===== src/rtl/spi_master_sched.sv =====
// spi_master_sched: shared SPI master with a round-robin scheduler.
// Each requester supplies its byte and SPI mode. The winner gets the bus for
// one 8-bit MSB-first full-duplex transfer, and the received byte comes back
// with a one-cycle done pulse.
// Build option: define SPI_SCHED_LOOPBACK_EN to feed the internal mosi back
// into the receive shift register in place of the miso pin (self-test).
module spi_master_sched #(
  parameter int NREQ     = 4,
  parameter int CLK_DIV  = 4,
  parameter int HOLD_CYC = 2
) (
  input  logic              clk,
  input  logic              rst_n,
  input  logic [NREQ-1:0]   req,
  input  logic [8*NREQ-1:0] tx_data,
  input  logic [NREQ-1:0]   cpol,
  input  logic [NREQ-1:0]   cpha,
  output logic [NREQ-1:0]   gnt,
  output logic [NREQ-1:0]   done,
  output logic [7:0]        rx_data,
  output logic              busy,
  output logic              sclk,
  output logic [NREQ-1:0]   ss_n,
  output logic              mosi,
  input  logic              miso
);

  localparam int unsigned N  = NREQ;
  localparam int IW = (NREQ > 1) ? $clog2(NREQ) : 1;
  localparam int DW = (CLK_DIV > 1) ? $clog2(CLK_DIV) : 1;
  localparam int HW = (HOLD_CYC > 1) ? $clog2(HOLD_CYC) : 1;
  localparam logic [DW-1:0] DIV_LAST  = DW'(CLK_DIV - 1);
  localparam logic [HW-1:0] HOLD_LAST = HW'(HOLD_CYC - 1);

  typedef enum logic [1:0] {IDLE, SETUP, XFER, HOLD} state_t;

  state_t          state, state_nx;
  logic [IW-1:0]   last_served, win, win_r;
  logic            found;
  logic [NREQ-1:0] elig;
  logic [DW-1:0]   div_cnt;
  logic [HW-1:0]   hold_cnt;
  logic [3:0]      edge_cnt;
  logic [7:0]      tx_sh, rx_sh;
  logic [7:0]      win_byte;
  logic            cpha_r;
  logic            div_tick, grant, edge_now, finish, sample, drive;
  logic            sin;

`ifdef SPI_SCHED_LOOPBACK_EN
  logic unused_miso;
  assign unused_miso = miso;
  assign sin = mosi;
`else
  assign sin = miso;
`endif

  // Round-robin pick: first eligible request above last_served, wrapping.
  // The requester being served this cycle (done high) is not eligible.
  always_comb begin
    elig  = req & ~done;
    found = 1'b0;
    win   = last_served;
    for (int unsigned k = 1; k <= N; k++) begin
      int unsigned p;
      p = (32'(last_served) + k) % N;
      if (!found && elig[IW'(p)]) begin
        found = 1'b1;
        win   = IW'(p);
      end
    end
  end

  assign win_byte = tx_data[{win, 3'b000} +: 8];

  // State register.
  always_ff @(posedge clk or negedge rst_n) begin
    if (!rst_n) state <= IDLE;
    else        state <= state_nx;
  end

  // Next-state logic and per-cycle strobes for the datapath.
  always_comb begin
    state_nx = state;
    div_tick = (div_cnt == DIV_LAST);
    grant    = 1'b0;
    edge_now = 1'b0;
    finish   = 1'b0;
    // edge_cnt holds edges already made, so this edge is number edge_cnt+1;
    // cpha=0 samples on odd edges, cpha=1 on even ones.
    sample   = (edge_cnt[0] == cpha_r);
    drive    = !sample && !(!cpha_r && edge_cnt == 4'd15);
    unique case (state)
      IDLE: if (found) begin
        grant    = 1'b1;
        state_nx = SETUP;
      end
      SETUP: if (div_tick) state_nx = XFER;
      XFER: if (div_tick) begin
        edge_now = 1'b1;
        if (edge_cnt == 4'd15) state_nx = HOLD;
      end
      HOLD: if (hold_cnt == HOLD_LAST) begin
        finish   = 1'b1;
        state_nx = IDLE;
      end
      default: state_nx = IDLE;
    endcase
  end

  // Datapath: timing counters, shift registers and registered outputs.
  always_ff @(posedge clk or negedge rst_n) begin
    if (!rst_n) begin
      sclk        <= 1'b0;
      ss_n        <= '1;
      mosi        <= 1'b0;
      gnt         <= '0;
      done        <= '0;
      rx_data     <= '0;
      busy        <= 1'b0;
      last_served <= IW'(N - 1);
      win_r       <= '0;
      cpha_r      <= 1'b0;
      tx_sh       <= '0;
      rx_sh       <= '0;
      div_cnt     <= '0;
      hold_cnt    <= '0;
      edge_cnt    <= '0;
    end else begin
      done <= '0;
      if (state == SETUP || state == XFER) div_cnt <= div_tick ? '0 : div_cnt + 1'b1;
      else                                 div_cnt <= '0;
      if (state == HOLD) hold_cnt <= hold_cnt + 1'b1;
      else               hold_cnt <= '0;

      if (grant) begin
        win_r    <= win;
        gnt      <= NREQ'(1) << win;
        ss_n     <= ~(NREQ'(1) << win);
        busy     <= 1'b1;
        cpha_r   <= cpha[win];
        sclk     <= cpol[win];
        edge_cnt <= '0;
        if (!cpha[win]) begin
          mosi  <= win_byte[7];
          tx_sh <= {win_byte[6:0], 1'b0};
        end else begin
          tx_sh <= win_byte;
        end
      end

      if (edge_now) begin
        sclk     <= ~sclk;
        edge_cnt <= edge_cnt + 1'b1;
        if (sample) rx_sh <= {rx_sh[6:0], sin};
        if (drive) begin
          mosi  <= tx_sh[7];
          tx_sh <= {tx_sh[6:0], 1'b0};
        end
      end

      if (finish) begin
        ss_n        <= '1;
        gnt         <= '0;
        done        <= gnt;
        rx_data     <= rx_sh;
        last_served <= win_r;
        busy        <= 1'b0;
      end
    end
  end

endmodule


===== config.mk =====
export PLATFORM = sky130hd
export DESIGN_NAME = spi_master_sched
export DESIGN_NICKNAME = d
export VERILOG_FILES = /design/src/rtl/spi_master_sched.sv
export SDC_FILE = /design/constraint.sdc
export NUM_CORES = 1
export LEC_CHECK = 0
export CORE_MARGIN = 4
export CORE_UTILIZATION = 45
export DETAILED_ROUTE_END_ITERATION = 7
export GPL_ROUTABILITY_DRIVEN = 0
export GPL_TIMING_DRIVEN = 1
export PLACE_DENSITY = 0.74
export RECOVER_POWER = 25
export SYNTH_ARGS = -nofsm -noshare
export SYNTH_HDL_FRONTEND = slang
export SYNTH_SLANG_ARGS = --single-unit

===== constraint.sdc =====
create_clock -name clk -period 2.4 [get_ports clk]
set_input_delay 0.6 -clock clk [delete_from_list [all_inputs] [get_ports clk]]
set_output_delay 0.6 -clock clk [all_outputs]
set_load 0.1 [all_outputs]

==> impl_metrics.yaml <==
placed_design:
  post-dp-hpwl_um: 4718
  port-buffer-count: 69
  dpl_cell_area_sq_um: 3620
  dpl.cell_count: 403
clock_network:
  cts_tree: "done"
  cts_buffers: 5
  cts_max_level: 2
  cts-root-buf: "clkbuf_8"
  clock_sinks: 53
  clkSlewWorstSetupHoldPaths_ns: 0.10
  cts_max_path_buffers: 2
  clock_latency_ns: 0.31
critical_path:
  worst_setup_path_start_kind: "primary input"
  required_ns: 2.56
  cp_cell_sequence: "dlygate4sd2_1 -> nor2b_4 -> nand2b_4 -> a22o_1 -> a211oi_4 -> mux2i_2 -> buf_6 -> mux2i_1 -> o221ai_1"
  arrival_ns: 2.48
  rr_worst_depth: 9
  critPathSlowestCell: "mux2i_2"
  cp_max_fo: 5
  rr_endpoint: "mosi"
  reg2reg_from: "last_served[1]"
  critical_path_class: "in -> reg"
  r2r_slack_ns: 0.10
  end_kind: "flop"
  cpPeakStageDelay_ns: 0.34
yosys:
  syn_inst: 246
  synth-async-reset-ratio_pct: 100.0
  synth_top_area_share_pct: 43.14
  syn_nets: 299
  ys_warn_count: 0
  ys_ff_latch: 53
  ys_types: 45
  synth_ff_type: "dfrtp_1"
  syn_area_sq_um: 2726
  synth_top_cell_by_area: "dfrtp_1"
  synth_edf_count: 0
  avgSynthCellArea_sq_um: 11.08
  synth.yosys.seq_area_share_pct: 48.92
  synth_area_leaders: "dfrtp_1 (43%), mux2i_1 (13%), mux2_2 (7.4%)"
final_layout:
  fin_nets: 397
  drive_above_1_share_pct: 32.46
  finalNonFillerCells: 420
  stdcell_area_sq_um: 3826
  syn2layout_area_growth_pct: 40.34
  utilization_pct: 65.01
  final_cell_mix: "buf_4 (51), dfrtp_1 (43), clkdlybuf4s50_1 (41), nand2_1 (31), mux2i_1 (26)"
  diodes: 0
  n_fill_cell: 480
  layout_commonest_cell: "buf_4"
routing:
  num_vias: 2247
  topRoutingLayerUsed: "met4"
  dr_wl_met2_um: 3283
  drt_iter0_markers: 118
  ant_nets: 0
  route.met3.wl_um: 287
  drt-total-wl_um: 6575
  drt-vias-per-instance: 5.350
  wl_per_cell_um: 15.65
  drtPass1Iterations: 4
  drt-met1-wl_um: 2940
  drc: 0
die:
  die_area_sq_um: 7368
  dieWidth_um: 85.84
  start_util_pct: 46.32
  die_y_um: 85.84
  rows: 28
  io_pins: 70
  coreArea_sq_um: 5886
sta:
  drv_slew: 0
  worst_pin_slew_ns: 1.268
  timing.slew.headroom_pct: 15.47
  finalClockSkew_ns: 0.003611
  max_freq_ghz: 0.4328
  setup_violations: 0
  finalCritPeriodShare_pct: 96.28
  fin_crit_ns: 2.311
  hold_viol_final: 0
global_route:
  grt_use_total_pct: 17.87
  grt_max_degree: 54
  grt_pass1_vias: 2185
  overflow: 0
  grt_antenna_before_repair: 0
  grt_pass1_wl_um: 10480
hold_path:
  min_to: "div_cnt[0]"
  min_path_cells: 1
  hp-class: "reg -> reg"
  hp-start: "div_cnt[0]"
pwr:
  vdd_drop_max_uv: 960.3
  power_w: 0.004502
  power_leakage_nw: 1.827
  power.density_nw_per_um2: 1177
run_status:
  run_status: "finished clean"
run:
  timing.max_cap.violations: 0
-- power breakdown --
part	total [W]	internal, W	switching (W)
registers	0.00136	0.00117	0.000185
logic	0.00263	0.00109	0.00154
clock network	0.000511	0.000208	0.000303
-- kinds of logic after synthesis --
kind of cell / count (synthesis) / synth area share (%)
AND/OR/NAND/NOR: 73 / 13.35
multiplexers: 54 / 20.70
flip-flops: 53 / 48.92
AO/OA/AOI/OAI: 43 / 11.43
buffers and inverters: 17 / 2.845
adder cells (fa/ha/maj): 6 / 2.753
-- critical path, delay by kind of cell --
kind / cells / cell delay [ns]
buffers and inverters: 2 / 0.41
muxes: 2 / 0.55
and+or+nand+nor: 2 / 0.26
AOI/OAI and AO/OA: 3 / 0.66
-- area by class of cell --
type | count | area (sq um) | area share (%)
Clock buffer | 5 | 68.82 | 1.799
Clock inverter | 3 | 21.27 | 0.5559
Inverter | 5 | 18.77 | 0.4905
Multi-Input combinational cell | 176 | 1373 | 35.87
Sequential cell | 53 | 1344 | 35.12
Tap cell | 75 | 93.84 | 2.453
Timing Repair Buffer | 103 | 907.1 | 23.71
-- sequential cells by signal, summed over array words and instances, names as in the netlist --
name         flops
rx_data          8
rx_sh            8
tx_sh            8
done             4
edge_cnt         4
gnt              4
ss_n             4
div_cnt          2
last_served      2
state            2
win_r            2
busy             1
cpha_r           1
hold_cnt         1
mosi             1
sclk             1
-- synthesized netlist by cell type (all sizes together), types with 4 or more instances --
cell    number
nor2        10
and3         4
inv          5
a21oi       10
nor2b        6
clkbuf       8
o21ai       10
nand2       32
mux2        19
o221ai       8
dfrtp       47
dfstp        6
ha           6
buf          4
nand2b       5
nand3        8
mux2i       35
-- routing by layer --
layer / track usage (%) / up-vias
met3: 3.362 / 5
li1: - / 1084
met1: 24.58 / 1116
met5: 0 / -
met2: 29.17 / 42
met4: 4.748 / 0
-- metrics by stage --
step	setup TNS, ns	hold slack [ns]	setup slack [ns]
2_1_floorplan	0	0.3044	0.005120
3_3_place_gp	-2.674	0.4258	-0.3231
3_5_place_dp	-3.482	0.4303	-0.3777
4_1_cts	-0.004007	0.2723	-0.004007
5_1_grt	-0.04597	0.4681	-0.03723
6_report	0	0.4451	0.08931
-- worst max-delay path by stage --
| stage | start | to | slack, ns |
|---|---|---|---|
| after floorplan | done[1] | tx_sh[1] | 0.005 |
| after global placement | req[1] | mosi | -0.32 |
| after detailed placement | req[1] | mosi | -0.38 |
| after CTS | req[2] | mosi | -0.004 |
| after global routing | req[0] | tx_sh[6] | -0.04 |
| final | req[0] | tx_sh[6] | 0.09 |
-- timing repair --
item                       CTS  global route
setup endpoints to repair    8            10
cloned                       1             0
setup buffers                5             5
hold buffers                 0             0
pin swaps                    6             6
gates resized for setup     15             9
No activity file was read; power rests on OpenSTA's default activity.
